### src/rtl/ehr_fill_ctrl_pkg.sv
// Shared EHR definitions: FSM encoding, EHR geometry and the EHR_DATAn register addresses.
// EHR geometry follows the EHR_192_BITS_EN macro (192 bits when defined, 128 otherwise).
package ehr_fill_ctrl_pkg;

  typedef enum logic [1:0] {
    ST_IDLE  = 2'd0,
    ST_FILL  = 2'd1,
    ST_FULL  = 2'd2,
    ST_ERROR = 2'd3
  } ehr_state_e;

`ifdef EHR_192_BITS_EN
  localparam int EHR_BITS  = 192;
  localparam int EHR_WORDS = 6;
`else
  localparam int EHR_BITS  = 128;
  localparam int EHR_WORDS = 4;
`endif

  localparam logic [7:0] EHR_BITS_C = 8'(EHR_BITS);
  localparam logic [7:0] WORD_BITS  = 8'd16;

  // Shared with the RNG register map; one word every 4 bytes.
  localparam logic [11:0] EHR_DATA0 = 12'h114;
  localparam logic [11:0] EHR_DATA1 = 12'h118;
  localparam logic [11:0] EHR_DATA2 = 12'h11C;
  localparam logic [11:0] EHR_DATA3 = 12'h120;
  localparam logic [11:0] EHR_DATA4 = 12'h124;
  localparam logic [11:0] EHR_DATA5 = 12'h128;

  localparam logic [5:0][11:0] EHR_DATA_ADDR =
    {EHR_DATA5, EHR_DATA4, EHR_DATA3, EHR_DATA2, EHR_DATA1, EHR_DATA0};

endpackage

### src/rtl/ehr_fill_ctrl_if.sv
// Entropy-source, CPU-read and status signals of the EHR fill controller.
interface ehr_fill_ctrl_if;
  logic        rnd_src_en;
  logic        crngt_valid;
  logic        collector_valid;
  logic        trng_crngt_bypass;
  logic        curr_test_err;
  logic        rst_trng_logic;
  logic        cpu_ehr_rd;
  logic [11:0] cpu_rng_paddr;
  logic        ehr_wr_en;
  logic [7:0]  bits_counter;
  logic        ehr_valid;
  logic        ehr_clr;
  logic        ehr_valid_int;
  logic        err_int;
  logic [2:0]  err_cnt;
  logic [1:0]  ehr_state;

  modport master (
    output rnd_src_en, crngt_valid, collector_valid, trng_crngt_bypass,
           curr_test_err, rst_trng_logic, cpu_ehr_rd, cpu_rng_paddr,
    input  ehr_wr_en, bits_counter, ehr_valid, ehr_clr, ehr_valid_int,
           err_int, err_cnt, ehr_state
  );

  modport slave (
    input  rnd_src_en, crngt_valid, collector_valid, trng_crngt_bypass,
           curr_test_err, rst_trng_logic, cpu_ehr_rd, cpu_rng_paddr,
    output ehr_wr_en, bits_counter, ehr_valid, ehr_clr, ehr_valid_int,
           err_int, err_cnt, ehr_state
  );
endinterface

### src/rtl/ehr_rd_tracker.sv
// EHR_DATAn address decode and read mask; all_read flags the read that completes the set.
module ehr_rd_tracker
  import ehr_fill_ctrl_pkg::*;
(
  input  logic        rng_clk,
  input  logic        rst_n,
  input  logic        clr,
  input  logic        rd,
  input  logic [11:0] paddr,
  output logic        all_read
);

  logic [EHR_WORDS-1:0] mask, hit;

  for (genvar n = 0; n < EHR_WORDS; n++) begin : g_dec
    assign hit[n] = (paddr == EHR_DATA_ADDR[n]);
  end

  assign all_read = rd && (|hit) && (&(mask | hit));

  always_ff @(posedge rng_clk or negedge rst_n) begin
    if (!rst_n)   mask <= '0;
    else if (clr) mask <= '0;
    else if (rd)  mask <= mask | hit;
  end

endmodule

### src/rtl/ehr_fill_ctrl.sv
// EHR fill sequencer: gates entropy writes, counts bits, tracks CPU reads, locks out on errors.
// EHR size selected by the EHR_192_BITS_EN macro (see ehr_fill_ctrl_pkg).
module ehr_fill_ctrl
  import ehr_fill_ctrl_pkg::*;
#(
  parameter int ERR_LIMIT = 4
) (
  input  logic          rng_clk,
  input  logic          rst_n,
  ehr_fill_ctrl_if.slave bus
);

  ehr_state_e state;
  logic [7:0] bits_q, bits_nxt;
  logic [2:0] err_cnt_q, err_nxt;
  logic       valid_q, clr_q, vint_q, err_int_q;
  logic       wr, err_hit, rd_full, rd_done, trk_clr;

  assign bus.ehr_wr_en     = (state == ST_FILL);
  assign bus.bits_counter  = bits_q;
  assign bus.ehr_valid     = valid_q;
  assign bus.ehr_clr       = clr_q;
  assign bus.ehr_valid_int = vint_q;
  assign bus.err_int       = err_int_q;
  assign bus.err_cnt       = err_cnt_q;
  assign bus.ehr_state     = state;

  assign wr       = (state == ST_FILL) &&
                    (bus.crngt_valid || (bus.collector_valid && bus.trng_crngt_bypass));
  assign err_hit  = bus.curr_test_err && (state == ST_FILL || state == ST_FULL);
  assign rd_full  = bus.cpu_ehr_rd && (state == ST_FULL);
  assign bits_nxt = bits_q + WORD_BITS;
  assign err_nxt  = (err_cnt_q == 3'd7) ? 3'd7 : err_cnt_q + 3'd1;
  // Every path that restarts the fill also wipes the read mask in the same cycle.
  assign trk_clr  = bus.rst_trng_logic || err_hit || rd_done;

  ehr_rd_tracker u_rd_tracker (
    .rng_clk  (rng_clk),
    .rst_n    (rst_n),
    .clr      (trk_clr),
    .rd       (rd_full),
    .paddr    (bus.cpu_rng_paddr),
    .all_read (rd_done)
  );

  always_ff @(posedge rng_clk or negedge rst_n) begin
    if (!rst_n) begin
      state     <= ST_IDLE;
      bits_q    <= '0;
      err_cnt_q <= '0;
      valid_q   <= 1'b0;
      clr_q     <= 1'b0;
      vint_q    <= 1'b0;
      err_int_q <= 1'b0;
    end else begin
      clr_q  <= 1'b0;
      vint_q <= 1'b0;
      if (bus.rst_trng_logic) begin
        state     <= ST_IDLE;
        bits_q    <= '0;
        err_cnt_q <= '0;
        valid_q   <= 1'b0;
        clr_q     <= 1'b1;
        err_int_q <= 1'b0;
      end else if (err_hit) begin
        bits_q    <= '0;
        valid_q   <= 1'b0;
        clr_q     <= 1'b1;
        err_cnt_q <= err_nxt;
        if (err_nxt == 3'(ERR_LIMIT)) begin
          state     <= ST_ERROR;
          err_int_q <= 1'b1;
        end else begin
          state <= ST_FILL;
        end
      end else begin
        case (state)
          ST_IDLE: if (bus.rnd_src_en) state <= ST_FILL;
          ST_FILL: begin
            // A write accepted while enable drops is still counted so the
            // counter stays aligned with the EHR contents.
            if (wr) bits_q <= bits_nxt;
            if (wr && bits_nxt == EHR_BITS_C) begin
              state     <= ST_FULL;
              valid_q   <= 1'b1;
              vint_q    <= 1'b1;
              err_cnt_q <= '0;
            end else if (!bus.rnd_src_en) begin
              state <= ST_IDLE;
            end
          end
          ST_FULL: if (rd_done) begin
            bits_q  <= '0;
            valid_q <= 1'b0;
            clr_q   <= 1'b1;
            state   <= bus.rnd_src_en ? ST_FILL : ST_IDLE;
          end
          default: ;
        endcase
      end
    end
  end

endmodule

### src/flat_wrapper.sv
// flat-port wrapper written by rule: the top's interface ports become plain ports
module ehr_fill_ctrl_flat import ehr_fill_ctrl_pkg::*;
#(
  parameter int ERR_LIMIT = 4
)
  (rng_clk, rst_n, bus_rnd_src_en, bus_crngt_valid, bus_collector_valid, bus_trng_crngt_bypass, bus_curr_test_err, bus_rst_trng_logic, bus_cpu_ehr_rd, bus_cpu_rng_paddr, bus_ehr_wr_en, bus_bits_counter, bus_ehr_valid, bus_ehr_clr, bus_ehr_valid_int, bus_err_int, bus_err_cnt, bus_ehr_state);
  ehr_fill_ctrl_if bus_i ();
  input  logic rng_clk;
  input  logic rst_n;
  input wire logic [$bits(bus_i.rnd_src_en)-1:0] bus_rnd_src_en;
  input wire logic [$bits(bus_i.crngt_valid)-1:0] bus_crngt_valid;
  input wire logic [$bits(bus_i.collector_valid)-1:0] bus_collector_valid;
  input wire logic [$bits(bus_i.trng_crngt_bypass)-1:0] bus_trng_crngt_bypass;
  input wire logic [$bits(bus_i.curr_test_err)-1:0] bus_curr_test_err;
  input wire logic [$bits(bus_i.rst_trng_logic)-1:0] bus_rst_trng_logic;
  input wire logic [$bits(bus_i.cpu_ehr_rd)-1:0] bus_cpu_ehr_rd;
  input wire logic [$bits(bus_i.cpu_rng_paddr)-1:0] bus_cpu_rng_paddr;
  output wire logic [$bits(bus_i.ehr_wr_en)-1:0] bus_ehr_wr_en;
  output wire logic [$bits(bus_i.bits_counter)-1:0] bus_bits_counter;
  output wire logic [$bits(bus_i.ehr_valid)-1:0] bus_ehr_valid;
  output wire logic [$bits(bus_i.ehr_clr)-1:0] bus_ehr_clr;
  output wire logic [$bits(bus_i.ehr_valid_int)-1:0] bus_ehr_valid_int;
  output wire logic [$bits(bus_i.err_int)-1:0] bus_err_int;
  output wire logic [$bits(bus_i.err_cnt)-1:0] bus_err_cnt;
  output wire logic [$bits(bus_i.ehr_state)-1:0] bus_ehr_state;
  assign bus_i.rnd_src_en = bus_rnd_src_en;
  assign bus_i.crngt_valid = bus_crngt_valid;
  assign bus_i.collector_valid = bus_collector_valid;
  assign bus_i.trng_crngt_bypass = bus_trng_crngt_bypass;
  assign bus_i.curr_test_err = bus_curr_test_err;
  assign bus_i.rst_trng_logic = bus_rst_trng_logic;
  assign bus_i.cpu_ehr_rd = bus_cpu_ehr_rd;
  assign bus_i.cpu_rng_paddr = bus_cpu_rng_paddr;
  assign bus_ehr_wr_en = bus_i.ehr_wr_en;
  assign bus_bits_counter = bus_i.bits_counter;
  assign bus_ehr_valid = bus_i.ehr_valid;
  assign bus_ehr_clr = bus_i.ehr_clr;
  assign bus_ehr_valid_int = bus_i.ehr_valid_int;
  assign bus_err_int = bus_i.err_int;
  assign bus_err_cnt = bus_i.err_cnt;
  assign bus_ehr_state = bus_i.ehr_state;
  ehr_fill_ctrl #(.ERR_LIMIT(ERR_LIMIT)) u_core (.rng_clk(rng_clk), .rst_n(rst_n), .bus(bus_i));
endmodule
### config.mk
export PLATFORM = sky130hd
export DESIGN_NAME = ehr_fill_ctrl_flat
export DESIGN_NICKNAME = d
export VERILOG_FILES = /design/src/rtl/ehr_fill_ctrl_pkg.sv /design/src/rtl/ehr_fill_ctrl_if.sv /design/src/rtl/ehr_rd_tracker.sv /design/src/rtl/ehr_fill_ctrl.sv /design/src/flat_wrapper.sv
export SDC_FILE = /design/constraint.sdc
export NUM_CORES = 1
export LEC_CHECK = 0
export BUFFER_PORTS_ARGS = -buffer_cell sky130_fd_sc_hd__buf_2
export CAP_MARGIN = 20
export CORE_MARGIN = 2
export CORE_UTILIZATION = 45
export CTS_BUF_LIST = sky130_fd_sc_hd__clkbuf_4 sky130_fd_sc_hd__clkbuf_8
export DETAILED_ROUTE_END_ITERATION = 6
export PLACE_DENSITY = 0.76
export REMOVE_ABC_BUFFERS = 1
export SYNTH_ARGS = -nofsm -noshare
export SYNTH_HDL_FRONTEND = slang
export SYNTH_SLANG_ARGS = --single-unit
### constraint.sdc
create_clock -name rng_clk -period 2.4 [get_ports rng_clk]
set_input_delay 0.12 -clock rng_clk [delete_from_list [all_inputs] [get_ports rng_clk]]
set_output_delay 0.12 -clock rng_clk [all_outputs]
set_load 0.02 [all_outputs]
==> reports/metrics.cfg, run 1 <==
[status]
outcome = finished clean

[place]
portBuffers = 34
gp_congestion = 0.895
placed_cells = 184
post-dp-hpwl_mm = 1.92

[power]
power_mw = 0.779
p_seq_share_pct = 42.8
comb_power_share_pct = 37.9
powerDensity_nw_per_um2 = 560
p_sw_share_pct = 37.4
clkPwrFrac_pct = 19.3
peakVddDrop_mv = 0.471
switchingPower_mw = 0.291
p_int_mw = 0.488
p_leak_nw = 0.726

[critical_path]
cp_top_family = compound AO/OA/AOI/OAI gates
crit_fanout = 6
critical_path_class = reg2reg
crit_chain = inv_1 -> ha_1 -> a21oi_1 -> and3_1 -> nand3_1 -> o211ai_2 -> mux2_1
start_kind = flip-flop
startpoint = u_core.bus.ehr_state[0]$_DFFE_PN0P_
r2r_start = u_core.bus.ehr_state[0]$_DFFE_PN0P_
max_stage_delay_ns = 0.40
reg2regPathDepth = 7
critPathBufInv = 1
cp_data_arrival_time_ns = 2.21
cp-end-kind = flip-flop
worst-path-stages = 7
required_ns = 2.57
cp_slowest_cell = dfrtp_1

[hold_path]
hp-start = bus_rst_trng_logic
min_path_cells = 2
hold_path.class = in2reg

[cells_and_area]
drive_gt1_share_pct = 31.4
fillers = 230
regArea_sq_um = 425
final_core_util_pct = 56.7
synthToLayoutAreaGrowth_pct = 20.5
nets = 187
multi_input_comb_area_sq_um = 677
finalNonFillerCells = 189
num_antenna_cells = 0

[drt]
drt_iter0_markers = 28
final_antenna_net_count = 0
wirelength_mm = 2.38
drcViolationCount = 0
vias = 1048
avgViaCountPerCell = 5.54
wl_per_cell_um = 12.6
drtPass1Iterations = 4

[timing]
setup_viol = 0
max_clock_freq_mhz = 492
final_max_slew_viol_count = 0
finalWorstPathRequiredPeriod_ns = 2.03
rsz0062_at_grt = false
fin_skew_ns = 0.000792
setup-tns-final_ns = 0
fin_crit_sh_pct = 84.7
slew-limit-headroom_pct = 65.4
worst_pin_slew_ns = 0.515
final_hold_viol_count = 0

[yosys]
ys_seq_area_share_pct = 36.8
synth_most_common_cell = dfrtp_1
synth_area_leader_cell = dfrtp_1
synth_area_per_cell_sq_um = 9.63
async_flop_share_pct = 100
synthFlopType = dfrtp_1
synth_top_area_share_pct = 36.8
ys_seq_elements = 17
synth_enable_flop_cells = 0
synthTopCellsByArea = dfrtp_1 37%, ha_1 6.5%, a21oi_1 4.8%, buf_4 2.6%, inv_1 2.6%
yosysWarningCount = 0
synth_common_cells = 17 x dfrtp_1, 11 x a21oi_1, 8 x inv_1, 8 x nor2_1, 7 x nand2_1
synth_area_sq_um = 1160
ys_types = 44
synthCells = 120

[floorplanning]
rows = 18
die_x_um = 54.7
start_util_pct = 47.1
die_area_sq_um = 2990
io_pins = 39
dieHeight_um = 54.7
core_sq_um = 2450

[global_routing]
grt_max_degree = 18
grt_pass1_vias = 947
antenna_found_initial = 0
overflow = 0
grt_pass1_wl_mm = 3.84
grt_usage_pct = 17.4

[clock_network]
cts_tree = yes
clk_path_buf_depth = 2
cts_made_buffers = 3
clk_pin_slew_ns = 0.10
insertion_delay_ns = 0.28
ctsResizeCount = 0
clkSinkCount = 17
root_buffer = clkbuf_4
htreeDepth = 1

[job]
cap_violations = 0

-- what timing repair did --
action,CTS,global route
setup buffers,0,0
hold buffers,1,0
hold endpoints to repair,17,0
-- sequential cells by signal, summed over array words and instances (netlist names) --
name / flops
u_core.bus.bits_counter: 4
u_core.bus.ehr_clr: 1
u_core.bus.ehr_state: 2
u_core.bus.ehr_valid: 1
u_core.bus.ehr_valid_int: 1
u_core.bus.err_cnt: 3
u_core.bus.err_int: 1
u_core.u_rd_tracker.mask: 4
-- stage by stage --
step	worst slack (ns)	hold slack [ns]	instance area, sq um
3_5_place_dp	0.378	0.0580	1360
3_3_place_gp	0.488	0.0541	1360
5_1_grt	0.223	0.117	1390
4_1_cts	0.362	0.105	1390
6_report	0.366	0.116	1390
2_1_floorplan	0.354	-0.176	1130
-- logic make-up (layout without fill, tap and decap cells) --
family                   count (synthesis)  count (layout)  synth area share [%]
buffers and inverters                   13              49                  5.63
other                                    1               4                 0.324
multiplexers                             4               4                  3.79
AND/OR/NAND/NOR                         40              40                  22.2
flip-flops                              17              17                  36.8
AO/OA/AOI/OAI                           37              37                  23.1
XOR/XNOR                                 1               1                 0.758
adder cells (fa/ha/maj)                  7               7                  7.47
-- power by group through the flow --
stage | registers [mW] | clock network, mW | logic [mW]
after global placement | 0.338 | 0 | 0.285
after detailed placement | 0.340 | 0 | 0.293
final | 0.334 | 0.150 | 0.295
after floorplan | 0.364 | 0 | 0.164
after global routing | 0.338 | 0.171 | 0.320
after CTS | 0.335 | 0.158 | 0.295
-- worst paths after layout --
kind / to / slack (ns)
setup / recovery: u_core.bus.ehr_state[0]$_DFFE_PN0P_ / 0.37
hold / removal: u_core.bus.err_cnt[1]$_DFFE_PN0P_ / 0.12
setup reg to reg: u_core.bus.ehr_state[0]$_DFFE_PN0P_ / 0.37
hold reg to reg: u_core.bus.err_int$_DFFE_PN0P_ / 0.51
max in group asynchronous: u_core.u_rd_tracker.mask[0]$_DFFE_PN0P_ / 1.86
min in group asynchronous: u_core.bus.err_int$_DFFE_PN0P_ / 0.27
-- area by class of cell --
cell class	count	share of cell area (%)
inverter	8	2.16
sequential	17	30.5
tap	30	2.70
clock buffer	3	1.62
timing repair buffer	37	14.0
multi-input combinational	93	48.6
clock inverter	1	0.359
-- routing by layer --
metal,part of all wire [%],track usage (%),vias up,wire [um]
met5,0,0,-,0
li1,-,-,515,-
met1,45,22.0,499,1070
met2,50,29.6,30,1180
met4,1.2,6.67,0,29
met3,4.3,2.73,4,103
-- cell usage in the layout (no fill, tap or decap), types with 3 or more instances in the layout --
master,Yosys,routed
buf_2,1,34
dfrtp_1,17,17
a21oi_1,11,11
inv_1,8,8
nor2_1,8,8
nand2_1,7,7
ha_1,6,6
o21ai_1,4,4
nand2b_1,4,4
conb_1,1,4
and3b_1,3,3
nand3_1,3,3
a31oi_1,3,3
and3_1,3,3
a22o_1,3,3
clkbuf_4,0,3
(Power assumes the default switching activity.)
==> run 2, diff against run 1 <==
Settings changed: PLACE_DENSITY 0.76 to 0.79.
Clock period 2.4 ns to 1.65 ns, I/O delays scaled along.
==> run 2 against run 1 <==
Effect of this change:
- the flow now finishes with violations (negative setup slack)
- final cell count grew 16%
- sequential share of layout area fell by 7.2 points
- count of clock-buffer cells in the layout increased by 1
- power is 99% higher
- register-to-register slack worse by 0.58 ns
- via count increased by 14%
- first-iteration DRC count increased by 21%
- clock power rose by 65%
- largest power group is now combinational cells
==> reports/metrics.cfg, run 2 (synthesis gave the netlist of run 1 again) <==
[power]
powerDensity_nw_per_um2 = 853  ; was 560 nW/um^2
p_leak_nw = 0.906  ; was 0.726 nW
peakVddDrop_mv = 0.989  ; was 0.471 mV
power_mw = 1.55  ; was 0.779 mW

[critical_path]
cp-end-kind = flip-flop  ; unchanged
max_stage_delay_ns = 0.44  ; was 0.40 ns
required_ns = 1.84  ; was 2.57 ns
cp_data_arrival_time_ns = 2.06  ; was 2.21 ns
critical_path_class = reg2reg  ; unchanged
rr_endpoint = u_core.bus.bits_counter[4]$_DFFE_PN0P_  ; was u_core.bus.ehr_state[0]$_DFFE_PN0P_
reg2regPathDepth = 7  ; unchanged
crit_fanout = 6  ; unchanged
cp_slowest_cell = dfrtp_1  ; unchanged
r2r_setup_slack_ns = -0.21  ; was 0.37 ns
critPathBufInv = 3  ; was 1
start_kind = flip-flop  ; unchanged
r2r_start = u_core.bus.ehr_state[1]$_DFFE_PN0P_  ; was u_core.bus.ehr_state[0]$_DFFE_PN0P_
cp_top_family = compound AO/OA/AOI/OAI gates  ; unchanged
crit_chain = inv_2 -> ha_4 -> buf_6 -> inv_4 -> o211ai_1 -> o21ai_1 -> mux2_4  ; was inv_1 -> ha_1 -> a21oi_1 -> and3_1 -> nand3_1 -> o211ai_2 -> mux2_1

[drt]
wl_per_cell_um = 14.9  ; was 12.6 um
vias = 1198  ; was 1048
drcViolationCount = 0  ; unchanged
final_antenna_net_count = 0  ; unchanged
drt_iter0_markers = 34  ; was 28
avgViaCountPerCell = 5.45  ; was 5.54
drtPass1Iterations = 4  ; unchanged
wirelength_mm = 3.29  ; was 2.38 mm

[hold_path]
hp-start = bus_cpu_rng_paddr[4]  ; was bus_rst_trng_logic
hold_path.class = in2reg  ; unchanged
min_to = u_core.u_rd_tracker.mask[3]$_DFFE_PN0P_  ; was u_core.bus.err_cnt[1]$_DFFE_PN0P_
min_path_cells = 4  ; was 2

[cells_and_area]
fin_area_sq_um = 1820  ; was 1390 sq um
nets = 218  ; was 187
synthToLayoutAreaGrowth_pct = 57.7  ; was 20.5%
final_cell_mix = 34 x buf_2, 29 x buf_4, 17 x dfrtp_1, 9 x a21oi_1, 7 x nor2_1  ; was 34 x buf_2, 17 x dfrtp_1, 11 x a21oi_1, 8 x inv_1, 8 x nor2_1
fillers = 167  ; was 230
num_antenna_cells = 0  ; unchanged
drive_gt1_share_pct = 55.3  ; was 31.4%
layout_commonest_cell = buf_2  ; unchanged

[timing]
max_clock_freq_mhz = 536  ; was 492 MHz
fin_crit_sh_pct = 113  ; was 84.7%
final_hold_viol_count = 0  ; unchanged
final_max_slew_viol_count = 0  ; unchanged
fin_skew_ns = 0.00694  ; was 0.000792 ns
rsz0062_at_grt = true  ; was false
holdWs_ns = 0.132  ; was 0.116 ns
finalWorstPathRequiredPeriod_ns = 1.86  ; was 2.03 ns
fin_ws_ns = -0.214  ; was 0.366 ns
setup_viol = 8  ; was 0

[global_routing]
grt_usage_pct = 20.8  ; was 17.4%
antenna_found_initial = 0  ; unchanged
grt_pass1_wl_mm = 4.52  ; was 3.84 mm
overflow = 0  ; unchanged
grt_max_degree = 18  ; unchanged
grt_pass1_vias = 1078  ; was 947

[floorplanning]
core_sq_um = 2450  ; unchanged
io_pins = 39  ; unchanged
dieHeight_um = 54.7  ; unchanged
die_area_sq_um = 2990  ; unchanged
die_x_um = 54.7  ; unchanged
start_util_pct = 47.1  ; unchanged
rows = 18  ; unchanged

[clock_network]
clk_pin_slew_ns = 0.10  ; about the same
insertion_delay_ns = 0.30  ; was 0.28 ns
htreeDepth = 1  ; unchanged
clkSinkCount = 17  ; unchanged
cts_made_buffers = 3  ; unchanged
cts_tree = yes  ; unchanged
clk_path_buf_depth = 2  ; unchanged
root_buffer = clkbuf_4  ; unchanged

[status]
violations = negative setup slack
outcome = finished, violations left  ; was finished clean

[place]
portBuffers = 34  ; unchanged
gp_congestion = 0.922  ; was 0.895
post-dp-hpwl_mm = 2.15  ; was 1.92 mm
placed_area_sq_um = 1530  ; was 1360 sq um

[job]
cap_violations = 0  ; unchanged

## run 2: cell types whose count changed in the layout (fill, tap and decap cells not counted), sizes merged
| cell | delta |
|---|---|
| buf | +31 |
| clkinv | -1 |
| clkbuf | +1 |
## run 2: what timing repair did
| item | CTS | global route |
|---|---|---|
| gates resized for setup | 18 | 21 |
| hold buffers | 1 | 0 |
| hold endpoints to repair | 17 | 0 |
| endpoints found under the setup margin | 13 | 14 |
| pin swaps | 9 | 14 |
| setup buffers | 4 | 4 |
## run 2: cell type report
class / instances / area (sq um) / share of cell area [%]
well taps: 30 / 37.5 / 2.06
repair buffers: 68 / 443 / 24.3
inverters: 8 / 32.5 / 1.78
multi-input cells: 93 / 855 / 46.9
clock buffers: 4 / 30.0 / 1.65
flip-flops and latches: 17 / 425 / 23.3
## run 2: per-stage QoR
step | utilization, % | TNS [ns] | std cells | worst slack (ns)
detailed placement | 62.2 | -1.56 | 207 | -0.211
global placement | 62.2 | -0.739 | 207 | -0.122
global route | 74.3 | -1.73 | 220 | -0.239
CTS | 68.7 | -0.529 | 216 | -0.112
finish | 74.3 | -1.15 | 220 | -0.214
floorplan | - | -3.09 | 118 | -0.396
## run 2: power breakdown
| group | total, mW | switching [mW] | internal, mW |
|---|---|---|---|
| clock | 0.247 | 0.136 | 0.111 |
| sequential | 0.479 | 0.0307 | 0.449 |
| combinational | 0.828 | 0.413 | 0.415 |
| total | 1.55 | 0.579 | 0.975 |
## run 2: worst min-delay path: cells and delay by family
family                 cells  cell delay (ns)
buffers and inverters      1             0.10
and+or+nand+nor            2             0.11
AOI/OAI and AO/OA          1             0.11
## run 2: worst max-delay path by stage
stage,slack (ns),end,depth (start not counted),from
2_1_floorplan,-0.40,u_core.bus.err_cnt[2]$_DFFE_PN0P_,7,u_core.bus.ehr_state[1]$_DFFE_PN0P_
3_3_place_gp,-0.12,u_core.bus.err_cnt[2]$_DFFE_PN0P_,7,u_core.bus.ehr_state[1]$_DFFE_PN0P_
3_5_place_dp,-0.21,u_core.bus.ehr_state[1]$_DFFE_PN0P_,7,u_core.bus.ehr_state[0]$_DFFE_PN0P_
4_1_cts,-0.11,u_core.bus.ehr_state[1]$_DFFE_PN0P_,8,u_core.bus.ehr_state[0]$_DFFE_PN0P_
5_1_grt,-0.24,u_core.bus.ehr_state[1]$_DFFE_PN0P_,8,u_core.bus.ehr_state[1]$_DFFE_PN0P_
6_report,-0.21,u_core.bus.bits_counter[4]$_DFFE_PN0P_,7,u_core.bus.ehr_state[1]$_DFFE_PN0P_
## run 2: layer usage
metal  GRT usage (%)  share of wire [%]  vias up
li1                -                  -      579
met1            26.3                 44      588
met2            35.7                 51       29
met3            2.73                3.6        2
met4            7.50               0.58        0
met5               0                  0        -
